## src/rtl/mul_seq_8bit.sv

```systemverilog
// -----------------------------------------------------------------------------
// mul_seq_8bit
//
// Sequential 8x8 unsigned shift-and-add multiplier. One 8-bit ripple adder is
// reused over eight RUN steps to build a 16-bit product. Handshake toward the
// ALU control is start / busy / done.
//
// Ports:
//   clk      in   1   clock, rising edge
//   rst      in   1   synchronous active-high reset (priority over start)
//   start    in   1   multiply request, only looked at in IDLE
//   a        in   8   multiplicand, captured when start is accepted
//   b        in   8   multiplier, captured when start is accepted
//   product  out  16  last completed result, held until the next completion
//   busy     out  1   high while RUN
//   done     out  1   one-cycle pulse while in DONE
//
// Build option:
//   MUL_EARLY_TERM_EN  when defined, a zero operand at acceptance skips RUN and
//                      goes straight to DONE with a zero product.
// -----------------------------------------------------------------------------

// 8-bit ripple-carry adder, carry-in fixed at zero.
module adder_8bit (
    input  logic [7:0] a,
    input  logic [7:0] b,
    output logic [7:0] sum,
    output logic       c_out
);
    logic [8:0] carry;

    assign carry[0] = 1'b0;

    genvar gi;
    generate
        for (gi = 0; gi < 8; gi = gi + 1) begin : g_fa
            assign sum[gi]       = a[gi] ^ b[gi] ^ carry[gi];
            assign carry[gi + 1] = (a[gi] & b[gi]) | (carry[gi] & (a[gi] ^ b[gi]));
        end
    endgenerate

    assign c_out = carry[8];
endmodule

module mul_seq_8bit (
    input  logic        clk,
    input  logic        rst,
    input  logic        start,
    input  logic [7:0]  a,
    input  logic [7:0]  b,
    output logic [15:0] product,
    output logic        busy,
    output logic        done
);
    typedef enum logic [1:0] {
        S_IDLE = 2'd0,
        S_RUN  = 2'd1,
        S_DONE = 2'd2
    } state_t;

    state_t      state_q, state_d;
    logic [7:0]  mcand_q, mcand_d;
    logic [7:0]  acc_q,   acc_d;
    logic [7:0]  q_q,     q_d;
    logic [2:0]  cnt_q,   cnt_d;
    logic [15:0] product_q, product_d;

    logic [7:0]  add_sum;
    logic        add_c;
    logic [8:0]  partial;    // {c,s}: adder result or pass-through of acc
    logic [15:0] step_val;   // {acc,q} after one shift step

    adder_8bit u_adder (
        .a     (acc_q),
        .b     (mcand_q),
        .sum   (add_sum),
        .c_out (add_c)
    );

    always_comb begin
        // Only add the multiplicand when the current multiplier bit is set.
        // The carry is kept and shifted in as the new MSB of acc.
        partial  = q_q[0] ? {add_c, add_sum} : {1'b0, acc_q};
        step_val = {partial, q_q[7:1]};
    end

    always_comb begin
        state_d   = state_q;
        mcand_d   = mcand_q;
        acc_d     = acc_q;
        q_d       = q_q;
        cnt_d     = cnt_q;
        product_d = product_q;

        case (state_q)
            S_IDLE: begin
                if (start) begin
                    mcand_d = a;
                    q_d     = b;
                    acc_d   = 8'h00;
                    cnt_d   = 3'd0;
`ifdef MUL_EARLY_TERM_EN
                    if ((a == 8'h00) || (b == 8'h00)) begin
                        product_d = 16'h0000;
                        state_d   = S_DONE;
                    end else begin
                        state_d   = S_RUN;
                    end
`else
                    state_d = S_RUN;
`endif
                end
            end
            S_RUN: begin
                acc_d = step_val[15:8];
                q_d   = step_val[7:0];
                // Wraps 7 -> 0 on the last step; IDLE reloads it anyway.
                cnt_d = cnt_q + 3'd1;
                if (cnt_q == 3'd7) begin
                    product_d = step_val;
                    state_d   = S_DONE;
                end
            end
            S_DONE: begin
                // start is deliberately ignored here; it is not queued.
                state_d = S_IDLE;
            end
            default: begin
                state_d = S_IDLE;
            end
        endcase
    end

    always_ff @(posedge clk) begin
        if (rst) begin
            state_q   <= S_IDLE;
            mcand_q   <= 8'h00;
            acc_q     <= 8'h00;
            q_q       <= 8'h00;
            cnt_q     <= 3'd0;
            product_q <= 16'h0000;
        end else begin
            state_q   <= state_d;
            mcand_q   <= mcand_d;
            acc_q     <= acc_d;
            q_q       <= q_d;
            cnt_q     <= cnt_d;
            product_q <= product_d;
        end
    end

    // Decoded from registered state only: no path from start to busy/done.
    assign busy    = (state_q == S_RUN);
    assign done    = (state_q == S_DONE);
    assign product = product_q;
endmodule
```

## config.mk

```make
export PLATFORM = sky130hd
export DESIGN_NAME = mul_seq_8bit
export DESIGN_NICKNAME = d
export VERILOG_FILES = /design/src/rtl/mul_seq_8bit.sv
export SDC_FILE = /design/constraint.sdc
export NUM_CORES = 1
export LEC_CHECK = 0
export CORE_ASPECT_RATIO = 0.5
export CORE_MARGIN = 1
export CORE_UTILIZATION = 65
export DETAILED_ROUTE_END_ITERATION = 12
export DONT_BUFFER_PORTS = 1
export PLACE_DENSITY = 0.92
export RECOVER_POWER = 25
export SYNTH_ARGS = -nofsm -noshare
export SYNTH_HDL_FRONTEND = slang
export SYNTH_SLANG_ARGS = --single-unit
```

## constraint.sdc

```tcl
create_clock -name clk -period 6.24 [get_ports clk]
set_input_delay 0.624 -clock clk [delete_from_list [all_inputs] [get_ports clk]]
set_output_delay 0.624 -clock clk [all_outputs]
set_load 0.005 [all_outputs]
```

Word level (Yosys, flattened, before mapping)

Cells that the tools add are included.

Bits in registers: 45
Word-level logic and storage cells: 65
Bits of input ports: 19

$add $sub $neg: 1
Bitwise operators: 37
Equal/unequal tests: 5
Reductions and logical operators: 6
Multiplexer cells: 10

Operators by type and width:

| kind                | number |
|---|---|
| $pmux 8 s2          | 2 |
| $mux 8              | 2 |
| $and 1x1->1         | 15 |
| $xor 1x1->1         | 15 |
| $mux 9              | 1 |
| $reduce_and 2->1    | 4 |
| $or 1x1->1          | 7 |
| $pmux 3 s2          | 1 |
| $mux 2              | 2 |
| $pmux 2 s2          | 1 |
| $add 3x1->3 const B | 1 |
| $eq 3x3->1 const B  | 1 |
| $mux 3              | 1 |
| $eq 2x1->1 const B  | 1 |
| $eq 2x2->1 const B  | 1 |
| $logic_not 2->1     | 1 |
| $ne 2x1->1 const B  | 1 |
| $ne 2x2->1 const B  | 1 |
| $reduce_bool 2->1   | 1 |

Depth between registers and ports, before layout

Depth in word-level cells: 17
Mapped depth: 13
Mapped depth without buffers: 13

By module

Synthesis repeated with hierarchy kept, for this count alone.

Cell total of the unflattened synthesis: 190
Area total of the unflattened synthesis: 1953.1 um2

Modules (own cells, without submodules):

| module       | times used | cells an instance | area an instance (um2) | sequential area each (um2) |
|---|---|---|---|---|
| mul_seq_8bit | 1          | 172               | 1762.9                 | 900.9 |
| adder_8bit   | 1          | 18                | 190.2                  | 0.0 |

Worst setup path before layout

No wires, ideal clock.

Path kind: reg-to-reg
Start point: register acc_q[0]
End point: register acc_q[6]
Required time: 6112 ps
Path slack: 2473 ps
Cell stages (with the launch flop): 14
Path buffers: 0
Library setup time: 128 ps
Arrival time: 3640 ps
Cell sequence: dfxtp_1 -> ha_1 -> inv_1 -> fa_1 -> fa_1 -> fa_1 -> fa_1 -> fa_1 -> fa_1 -> inv_1 -> fa_1 -> mux2_2 -> a22oi_1 -> nor2_1

Cells in the longest elaborated chain, start to end: 16

RTL lines:

| element                   | RTL line | text |
|---|---|---|
| from (decl)               | 63       | `logic [7:0] acc_q, acc_d;` |
| from (signal assigned)    | 138      | `acc_q <= 8'h00;` |
| from (signal assigned)    | 145      | `acc_q <= acc_d;` |
| $and 1x1->1 (2 in series) | 38       | `assign carry[gi + 1] = (a[gi] & b[gi]) \| (carry[gi] & (a[gi] ^ b[gi]));` |
| $or 1x1->1                | 38       |  |
| $and 1x1->1               | 38       |  |
| $or 1x1->1                | 38       |  |
| $and 1x1->1               | 38       |  |
| $or 1x1->1                | 38       |  |
| $and 1x1->1               | 38       |  |
| $or 1x1->1                | 38       |  |
| $and 1x1->1               | 38       |  |
| $or 1x1->1                | 38       |  |
| $and 1x1->1               | 38       |  |
| $or 1x1->1                | 38       |  |
| $xor 1x1->1               | 37       | `assign sum[gi] = a[gi] ^ b[gi] ^ carry[gi];` |
| $mux 9                    | 83       | `partial = q_q[0] ? {add_c, add_sum} : {1'b0, acc_q};` |
| $pmux 8 s2                | 95       | `case (state_q)` |

Every way passes these cells.
A chain may end at the register's enable or synchronous reset.

Worst setup path in the final report

Ends and elaborated chain as after synthesis.

==> out/metrics.yaml <==
power_and_ir_drop:
  p_sw_w: 0.0001451
  switching_share: 0.2499
  intPower_w: 0.0004355
  vdd_drop_max_mv: 0.1864
  p_leak_nw: 0.7510
  p_comb_frac: 0.086
  clkPwrFrac: 0.382
  p_seq_frac: 0.533
  power.density_nw_per_um2: 284.7
synthesis:
  synth.avg_cell_area_um2: 9.502
  synth_top_area_share: 0.4580
  yosysMostFrequentCell: "dfxtp_1"
  syn_inst: 207
  syn-num-nets: 236
  synth_edf_count: 0
  synth_commonest_cells: "45 x dfxtp_1, 32 x nand2_1, 28 x a21oi_1"
  dominantRegCellSynth: "dfxtp_1"
  synth_seq_cells: 45
  syn_area_um2: 1967
  synthArstFlopShare: 0
  synth_area_leaders: "dfxtp_1 46%, a21oi_1 7.1%, fa_1 7.1%"
  ys_types: 32
  yosysTopAreaCell: "dfxtp_1"
  yosys_warnings: 0
  ys_seq_area_frac: 0.4580
critical_path:
  cp_top_family: "adder cells"
  max_stage_delay_ps: 420
  crit_required_ps: 6440
  cp_cell_sequence: "ha_1, inv_1, fa_1, fa_1, fa_1, fa_1, fa_1, fa_1, inv_1, fa_1, mux2_2, a22oi_1, nor2_1"
  crit_path_start_kind: "flop"
  critPathMaxFanout: 3
  cpMostUsedCell: "fa_1"
  crit_arrival_ps: 4200
  critPathBufInv: 2
  critPathSlowestCell: "fa_1"
  end_kind: "flop"
  critPathKind: "reg2reg"
global_route:
  grt_pass1_wl_mm: 5.871
  grt-ovfl-total: 0
  grt_util_all_layers: 0.2580
  grt_start_max_net_pins: 31
  antenna_found_initial: 0
  first_global_vias: 1353
final_layout:
  drive_above_1_share: 0.1188
  fill_cells: 194
  regArea_um2: 900.9
  diodes: 0
  fin_nets: 230
  stdcell_count: 239
  area_delta_synth_final_pct: 3.690
  multi_input_area_um2: 920.9
sta:
  maxSlewViolCount: 0
  fmax_ghz: 0.2504
  rsz0062_at_grt: "no"
  setup_viol: 0
  hold_viol_final: 0
  fin_crit_sh: 0.6400
  min_period_ps: 3994
  worstMarginPinSlew_ps: 1152
  skew_ps: 6.925
  tns_ps: 0
  max_slew_margin: 0.2301
route:
  vias: 1462
  drc_errors: 0
  drt-pass1-iter-count: 5
  wl_mm: 3.861
  wire_per_inst_um: 16.15
  final_antenna_net_count: 0
  drt_first_iter_violations: 42
  vias_per_cell: 6.117
floorplanning:
  die_area_um2: 3263
  die_w_um: 79.80
  rows: 13
  core_area_um2: 2733
  die_h_um: 40.90
  num_io_pins: 37
  start_util: 0.7198
placement:
  placed_cells: 231
  portBuffers: 0
  gp_congestion: 0.7963
  hpwl_mm: 2.606
cts:
  ctsHoldBuffers: 0
  clkSlewWorstSetupHoldPaths_ps: 90
  clkSinkCount: 45
  clk_path_buf_depth: 2
  cts_tree: "yes"
  clk-insertion-delay-late_ps: 300
  ctsResizeCount: 0
  cts_setup_buffers: 0
  h-tree-depth: 2
  clock-root-buffer: "clkbuf_8"
  numCtsBuffers: 5
run:
  cap_violations: 0
status:
  status: "finished, final reports clean"
min_path:
  hp-class: "in2reg"
==> power groups by stage <==
stage	registers, W	clock network, W	logic, W
2_1_floorplan	0.000310	0	0.0000485
3_3_place_gp	0.000315	0	0.0000468
3_5_place_dp	0.000316	0	0.0000490
4_1_cts	0.000309	0.000225	0.0000496
5_1_grt	0.000311	0.000236	0.0000552
6_report	0.000309	0.000222	0.0000497
==> cells by family after synthesis <==
group | synth area share
multiplexers | 0.01145
AND/OR/NAND/NOR | 0.1279
adder cells (fa/ha/maj) | 0.09033
AO/OA/AOI/OAI | 0.2411
buffers and inverters | 0.07124
flip-flops | 0.4580
==> stage by stage <==
step | total power, W | hold WS (ps) | setup slack, ps | utilization | area (um2)
CTS | 0.0005833 | 374.3 | 2279 | 0.7482 | 2044
finish | 0.0005806 | 385.5 | 2246 | 0.7463 | 2039
detailed placement | 0.0003646 | 442.8 | 2302 | 0.7060 | 1929
global route | 0.0006022 | 365.9 | 2138 | 0.7463 | 2039
global placement | 0.0003616 | 438.1 | 2389 | 0.7060 | 1929
floorplan | 0.0003589 | 436.3 | 2473 | - | 1967
==> area by class of cell <==
class	instances	share of cell area
Tap cell	37	0.02270
Clock buffer	5	0.03374
Multi-Input combinational cell	134	0.4515
Inverter	15	0.02761
Clock inverter	3	0.02270
Sequential cell	45	0.4417
==> per-layer routing <==
metal	vias up	routed length [um]	track usage
met2	47	1841	0.4808
met3	8	244	0.09778
li1	702	-	-
met1	705	1714	0.2760
met5	-	0	0
met4	0	61	0.1250
==> registers in the layout, indices dropped and copies added (netlist names) <==
signal and cells:
q_q 8, acc_q 8, mcand_q 8, cnt_q 3
state_q 2, product 16
==> final timing paths <==
path | from | to | slack, ps | cells past startpoint
min | rst | q_q[5] | 390 | 1
max reg2reg | acc_q[0] | acc_q[6] | 2250 | 13
max | acc_q[0] | acc_q[6] | 2250 | 13
min reg2reg | mcand_q[4] | mcand_q[4] | 450 | 2
==> layout by cell type, fill, tap and decap left out, drive strengths merged, types with 2 or more instances in the layout <==
| cell | instances |
|---|---|
| a211o | 6 |
| a211oi | 7 |
| a21oi | 29 |
| a22o | 15 |
| clkbuf | 5 |
| dfxtp | 45 |
| fa | 7 |
| ha | 3 |
| inv | 15 |
| mux2 | 2 |
| nand2 | 32 |
| nand3 | 2 |
| nor2 | 18 |
| nor3b | 2 |
Note: power is estimated with default switching activity, not from simulation.
